[src/rtl/input_debouncer_pkg.sv]
// Board-level constants shared by the debouncer and the user input device,
// so both agree on the {keys, switches} bit layout.
package input_debouncer_pkg;

  localparam int unsigned CLK_FREQ_HZ             = 50_000_000;
  localparam int unsigned DEFAULT_DEBOUNCE_CYCLES = 50_000;
  localparam int unsigned BOARD_NUM_KEYS          = 4;
  localparam int unsigned BOARD_NUM_SWITCHES      = 4;

  // Counter width for a stability window of n cycles; never narrower than 1 bit.
  function automatic int unsigned cnt_width(input int unsigned n);
    return (n > 1) ? $clog2(n) : 1;
  endfunction

endpackage

[src/rtl/input_debouncer_debounce_bit.sv]
// One input bit: 2-flop synchronizer, stability counter, stable level and a
// one-cycle pulse whenever the stable level is updated.
module debounce_bit
  import input_debouncer_pkg::*;
#(
  parameter int unsigned DEBOUNCE_CYCLES = DEFAULT_DEBOUNCE_CYCLES
) (
  input  logic clk,
  input  logic reset_n,
  input  logic raw_i,
  output logic stable_o,
  output logic changed_o
);

  localparam int unsigned     CW   = cnt_width(DEBOUNCE_CYCLES);
  localparam logic [CW-1:0]   LAST = CW'(DEBOUNCE_CYCLES - 1);

  logic          sync1_q, sync2_q;
  logic [CW-1:0] cnt_q, cnt_d;
  logic          stable_q, stable_d;
  logic          changed_q, changed_d;

  // Any cycle where sync2 agrees with the stable level restarts the window,
  // so bounces shorter than DEBOUNCE_CYCLES never reach the output.
  always_comb begin
    cnt_d     = cnt_q;
    stable_d  = stable_q;
    changed_d = 1'b0;
    if (sync2_q == stable_q) begin
      cnt_d = '0;
    end else if (cnt_q == LAST) begin
      stable_d  = sync2_q;
      cnt_d     = '0;
      changed_d = 1'b1;
    end else begin
      cnt_d = cnt_q + 1'b1;
    end
  end

  always_ff @(posedge clk) begin
    if (!reset_n) begin
      sync1_q   <= 1'b0;
      sync2_q   <= 1'b0;
      cnt_q     <= '0;
      stable_q  <= 1'b0;
      changed_q <= 1'b0;
    end else begin
      sync1_q   <= raw_i;
      sync2_q   <= sync1_q;
      cnt_q     <= cnt_d;
      stable_q  <= stable_d;
      changed_q <= changed_d;
    end
  end

  assign stable_o  = stable_q;
  assign changed_o = changed_q;

endmodule

[src/rtl/input_debouncer.sv]
// Debounces the board pushbuttons and slide switches into clean registered
// levels plus per-bit change pulses, ordered {keys, switches}.
module input_debouncer
  import input_debouncer_pkg::*;
#(
  parameter int unsigned NUM_KEYS        = BOARD_NUM_KEYS,
  parameter int unsigned NUM_SWITCHES    = BOARD_NUM_SWITCHES,
  parameter int unsigned DEBOUNCE_CYCLES = DEFAULT_DEBOUNCE_CYCLES,
  parameter bit          KEY_ACTIVE_LOW  = 1'b1
) (
  input  logic                             clk,
  input  logic                             reset_n,
  input  logic [NUM_KEYS-1:0]              raw_keys,
  input  logic [NUM_SWITCHES-1:0]          raw_switches,
  output logic [NUM_KEYS-1:0]              keys,
  output logic [NUM_SWITCHES-1:0]          switches,
  output logic [NUM_KEYS+NUM_SWITCHES-1:0] changed
);

  localparam int unsigned NB = NUM_KEYS + NUM_SWITCHES;

  logic [NUM_KEYS-1:0] keys_pol;
  logic [NB-1:0]       raw_all;
  logic [NB-1:0]       stable_all;
  logic [NB-1:0]       changed_all;

  // Inverting ahead of the synchronizer makes a released key read 0 straight
  // out of reset, so no spurious event appears at power-up.
  assign keys_pol = raw_keys ^ {NUM_KEYS{KEY_ACTIVE_LOW}};
  assign raw_all  = {keys_pol, raw_switches};

  for (genvar i = 0; i < NB; i++) begin : g_bit
    debounce_bit #(
      .DEBOUNCE_CYCLES(DEBOUNCE_CYCLES)
    ) u_bit (
      .clk      (clk),
      .reset_n  (reset_n),
      .raw_i    (raw_all[i]),
      .stable_o (stable_all[i]),
      .changed_o(changed_all[i])
    );
  end

  assign keys     = stable_all[NUM_SWITCHES +: NUM_KEYS];
  assign switches = stable_all[NUM_SWITCHES-1:0];
  assign changed  = changed_all;

endmodule

[config.mk]
export PLATFORM = sky130hd
export DESIGN_NAME = input_debouncer
export DESIGN_NICKNAME = d
export VERILOG_FILES = /design/src/rtl/input_debouncer_pkg.sv /design/src/rtl/input_debouncer_debounce_bit.sv /design/src/rtl/input_debouncer.sv
export SDC_FILE = /design/constraint.sdc
export NUM_CORES = 1
export LEC_CHECK = 0
export ABC_AREA = 1
export CAP_MARGIN = 10
export CORE_ASPECT_RATIO = 2
export CORE_UTILIZATION = 25
export CTS_BUF_LIST = sky130_fd_sc_hd__clkbuf_2 sky130_fd_sc_hd__clkbuf_4 sky130_fd_sc_hd__clkbuf_8
export CTS_CLUSTER_SIZE = 30
export DETAILED_ROUTE_END_ITERATION = 8
export SYNTH_ARGS = -nofsm -noshare
export SYNTH_HDL_FRONTEND = slang
export SYNTH_SLANG_ARGS = --single-unit
[constraint.sdc]
create_clock -name clk -period 4 [get_ports clk]
set_input_delay 0.8 -clock clk [delete_from_list [all_inputs] [get_ports clk]]
set_output_delay 0.8 -clock clk [all_outputs]
set_load 0.05 [all_outputs]
Word level (Yosys, flattened, before mapping). Index checks and enable logic that the tools add are counted.

Register bits: 160. Input port bits: 10. Output and inout bits: 16. Logic and storage cells: 106.

Add/subtract/negate cells: 8. Equality and inequality tests: 16. Multiplexer cells: 8. Bitwise operators: 10. Reduce and logical (&&, ||, !) cells: 24.

Operator list (number): adder 16 x 1 -> 16 bit, second input constant (8); equality test 16 bit, second input constant (8); OR reduction 3 bit (8); AND reduction 2 bit (8); OR reduction 2 bit (8); NOT 1 bit (9); equality test 1 bit (8); 2-to-1 mux 1 bit (8); NOT 4 bit (1).

Logic depth before layout (Yosys ltp).
Depth after elaboration: 3. Depth in mapped cells: 9. Gate-level depth less buffers: 9.

Cells and area by module. From an unflattened synthesis, not the netlist that was laid out.

Cells, all modules: 1172. Area total of the unflattened synthesis: 8222.9 um2.

By module, submodules not included: debounce_bit (instances 8, cells an instance 146, area an instance 1026.0 um2, sequential area each 400.4 um2); input_debouncer (instances 1, cells an instance 4, area an instance 15.0 um2, sequential area each 0.0 um2).

Least setup slack after synthesis. No wires, ideal clock.

Path type: in2reg. From: input reset_n. To: register g_bit[0].u_bit.cnt_q[14]. Setup time: 70 ps. Arrival: 1376 ps. Required time: 3930 ps. Path slack: 2554 ps. Cell stages on the path: 5. Path buffers: 1. Cells stage by stage: inv_2 -> nor2_1 -> nand2_2 -> buf_4 -> a21oi_1.

Longest elaborated chain between the ends: 2.

Ends and longest elaborated chain: start, declared (RTL line input_debouncer.sv:12) `input logic reset_n,`; NOT 1 bit (no line); OR reduction 3 bit (no line); end signal, assigned (RTL line input_debouncer_debounce_bit.sv:50) `cnt_q <= cnt_d;`; end, declared (RTL line input_debouncer_debounce_bit.sv:19) `logic [CW-1:0] cnt_q, cnt_d;`.

Every way passes these cells. A chain may end at the register's enable or synchronous reset.

Final worst setup path.
From: register g_bit[0].u_bit.stable_q. To: output switches[0].

RTL lines: start, declared (RTL line input_debouncer_debounce_bit.sv:20) `logic stable_q, stable_d;`; start signal, assigned (RTL line input_debouncer_debounce_bit.sv:51) `stable_q <= stable_d;`; end, declared (RTL line input_debouncer.sv:16) `output logic [NUM_SWITCHES-1:0] switches,`.

No word-level cell between the ends.

==> impl_metrics.env <==
export IMPL_critPathMaxStageDelay_ns=0.86
export IMPL_grt_busiest_layer="met2"
export IMPL_reg2regPathDepth=6
export IMPL_irDropWorstVdd_mv=0.192
export IMPL_synth_area_leaders="dfxtp_1, nand2_1, nor2_1, inv_1, nand3_1"
export IMPL_crit_chain="clkdlybuf4s50_1"
export IMPL_netlist_top_cells_count="nand2_1, nor2_1, dfxtp_1, inv_1, nand3_1"
export IMPL_grt_use_total=0.114
export IMPL_cts_tree="done"
export IMPL_ios=26
export IMPL_synth_edf_count=0
export IMPL_clk_latency_ns=0.47
export IMPL_pre_cts_ws_ns=1.51
export IMPL_use_met1=0.106
export IMPL_place_inst=1457
export IMPL_r2r_start="g_bit[7].u_bit.cnt_q[0]"
export IMPL_period_needed_ns=2.61
export IMPL_endpoint_kind="primary output"
export IMPL_path_depth=1
export IMPL_routedWlPerCell_um=11.3
export IMPL_async_reset_ff_frac=0
export IMPL_worstPathRequired_ns=3.20
export IMPL_nets=1126
export IMPL_die_area_um2=31200
export IMPL_synth_most_common_cell="nand2_1"
export IMPL_clk_pin_slew_worst_paths_ns=0.09
export IMPL_setup_violations=0
export IMPL_synth_top_flop_cell="dfxtp_1"
export IMPL_synth_top_area_frac=0.420
export IMPL_slew_headroom=0.647
export IMPL_grt_pass1_wl_mm=28.4
export IMPL_min_period_over_period=0.654
export IMPL_ctsHoldBuffers=0
export IMPL_maxCapViolCount=0
export IMPL_setup_ws_ns=1.39
export IMPL_cp_slowest_cell="clkdlybuf4s50_1"
export IMPL_grt_pass1_vias=6307
export IMPL_start_kind="register"
export IMPL_cts_sinks=160
export IMPL_violations="design-rule violations"
export IMPL_yosysTopAreaCell="dfxtp_1"
export IMPL_crit_arrival_ns=1.81
export IMPL_port_buffers=25
export IMPL_synthCells=1090
export IMPL_fin_skew_ns=0.0116
export IMPL_crit_path_start="g_bit[0].u_bit.stable_o"
export IMPL_finalHoldViolations=0
export IMPL_use_met2=0.218
export IMPL_grt_use_met3=0.0245
export IMPL_synth_yosys_seq_area_share=0.420
export IMPL_cts_setup_buffers=0
export IMPL_initial_core_util=0.254
export IMPL_crit_fanout=3
export IMPL_die_w_um=126
export IMPL_hpwl_mm=13.0
export IMPL_avgSynthCellArea_um2=7.00
export IMPL_rsz0062_at_grt="no"
export IMPL_synth_area_um2=7630
export IMPL_fillCellCount=3209
export IMPL_die_height_um=249
export IMPL_fin_cells=1490
export IMPL_row_count=90
export IMPL_grt_remaining_overflow=0
export IMPL_min_path_type="reg -> reg"
export IMPL_htree_levels=4
export IMPL_crit_family="buffers and inverters"
export IMPL_status="finished, violations left"
export IMPL_p_per_area_nw_per_um2=351
export IMPL_tightest_slew_ns=0.527
export IMPL_yosys_register_bits=160
export IMPL_firstDrtPassIters=6
export IMPL_coreArea_um2=30100
export IMPL_area_growth_pct=12.4
export IMPL_setup_tns_final_ns=0
export IMPL_cts_buffers=17
export IMPL_cts_buffer_depth=2
export IMPL_synth_fp_nets=1108
export IMPL_p_leak_nw=2.76
export IMPL_slew_viol_final=0
export IMPL_synth_cell_types=33
export IMPL_fmax_mhz=382
export IMPL_cts_root_buf="clkbuf_8"
export IMPL_via_count=6571
export IMPL_layout_drive_gt1_share=0.0731
export IMPL_wl_mm=16.8
export IMPL_worstSetupPathType="reg -> out"
export IMPL_drc=4
export IMPL_path_buf_inv=1
export IMPL_hold_start="g_bit[0].u_bit.sync1_q"
export IMPL_whs_path_depth=2
export IMPL_antenna_found_initial=0
export IMPL_ys_warnings_count=0
export IMPL_postCtsResizedCells=0
export IMPL_drt_iter0_markers=321
export IMPL_ant_nets=0
export IMPL_viasPerCell=4.41
export IMPL_globalplace_congestion=0.873
export IMPL_grt_max_degree=22
[per-layer routing]
metal	share of wire	vias to the layer above
li1	-	3441
met1	0.37	2984
met2	0.55	97
met3	0.030	49
met4	0.045	0
met5	0	-
[metrics by stage]
| step | power [mW] | area (um2) | utilization | hold slack, ns |
|---|---|---|---|---|
| 2_1_floorplan | 1.67 | 7630 | - | 0.390 |
| 3_3_place_gp | 1.69 | 8120 | 0.270 | 0.397 |
| 3_5_place_dp | 1.69 | 8120 | 0.270 | 0.399 |
| 4_1_cts | 3.06 | 8570 | 0.285 | 0.422 |
| 5_1_grt | 3.14 | 8570 | 0.285 | 0.431 |
| 6_report | 3.01 | 8570 | 0.285 | 0.421 |
[cells in the final DEF (no fill, tap or decap), types with 3 or more instances in the layout]
cell             Yosys  routed
nand4_1             37      37
nor3_1              10      10
nor2_1             231     231
nand2_4              3       3
nand3_2              3       3
bufinv_16            0       4
nand3_1             70      70
nor2_4               6       6
xnor2_1             25      25
nand3b_1             4       4
nand2_2             12      12
xor2_1              21      21
a21oi_2              3       3
a21oi_1             56      56
nor2_2              11      11
ha_1                 8       8
clkdlybuf4s50_1      0      25
clkinv_4             0       4
nand2_1            250     250
o21bai_1             3       3
clkbuf_8             0      19
or2_0                4       4
inv_1              118     118
inv_2                5       5
o21ai_0             11      11
or2_2                6       6
dfxtp_1            160     160
[path summary, 6_finish.rpt]
| check | to | slack [ns] |
|---|---|---|
| setup / recovery | switches[0] | 1.39 |
| hold / removal | g_bit[0].u_bit.sync2_q | 0.42 |
| setup reg to reg | g_bit[7].u_bit.cnt_q[7] | 2.39 |
| hold reg to reg | g_bit[0].u_bit.sync2_q | 0.42 |
[flip-flops by register name, summed over array words and instances (netlist names)]
signal	cells
g_bit.u_bit.changed_o	8
g_bit.u_bit.stable_o	8
g_bit.u_bit.cnt_q	128
g_bit.u_bit.sync2_q	8
g_bit.u_bit.sync1_q	8
[layout make-up]
class                      instances  area (um2)  share of cell area
inverter                         123         462              0.0539
multi-input combinational        780        3730               0.435
sequential                       160        3200               0.374
clock inverter                    11         178              0.0207
tap                              368         460              0.0537
timing repair buffer              26         258              0.0301
clock buffer                      21         277              0.0323
antenna                            1        2.50            0.000292
[cells by family after synthesis]
group / after synthesis / share of synthesized area
and+or+nand+nor: 651 / 0.371
DFF: 160 / 0.420
buffers and inverters: 150 / 0.0904
AOI/OAI and AO/OA: 75 / 0.0523
xor gates and xnor gates: 46 / 0.0528
adders and majority gates: 8 / 0.0131
[report_power, final]
group	internal [mW]	switching, mW	total (mW)
registers	1.60	0.00514	1.61
logic	0.0171	0.0278	0.0449
clock network	0.734	0.621	1.35
total	2.35	0.653	3.01
Note: power is estimated with default switching activity, not from simulation.
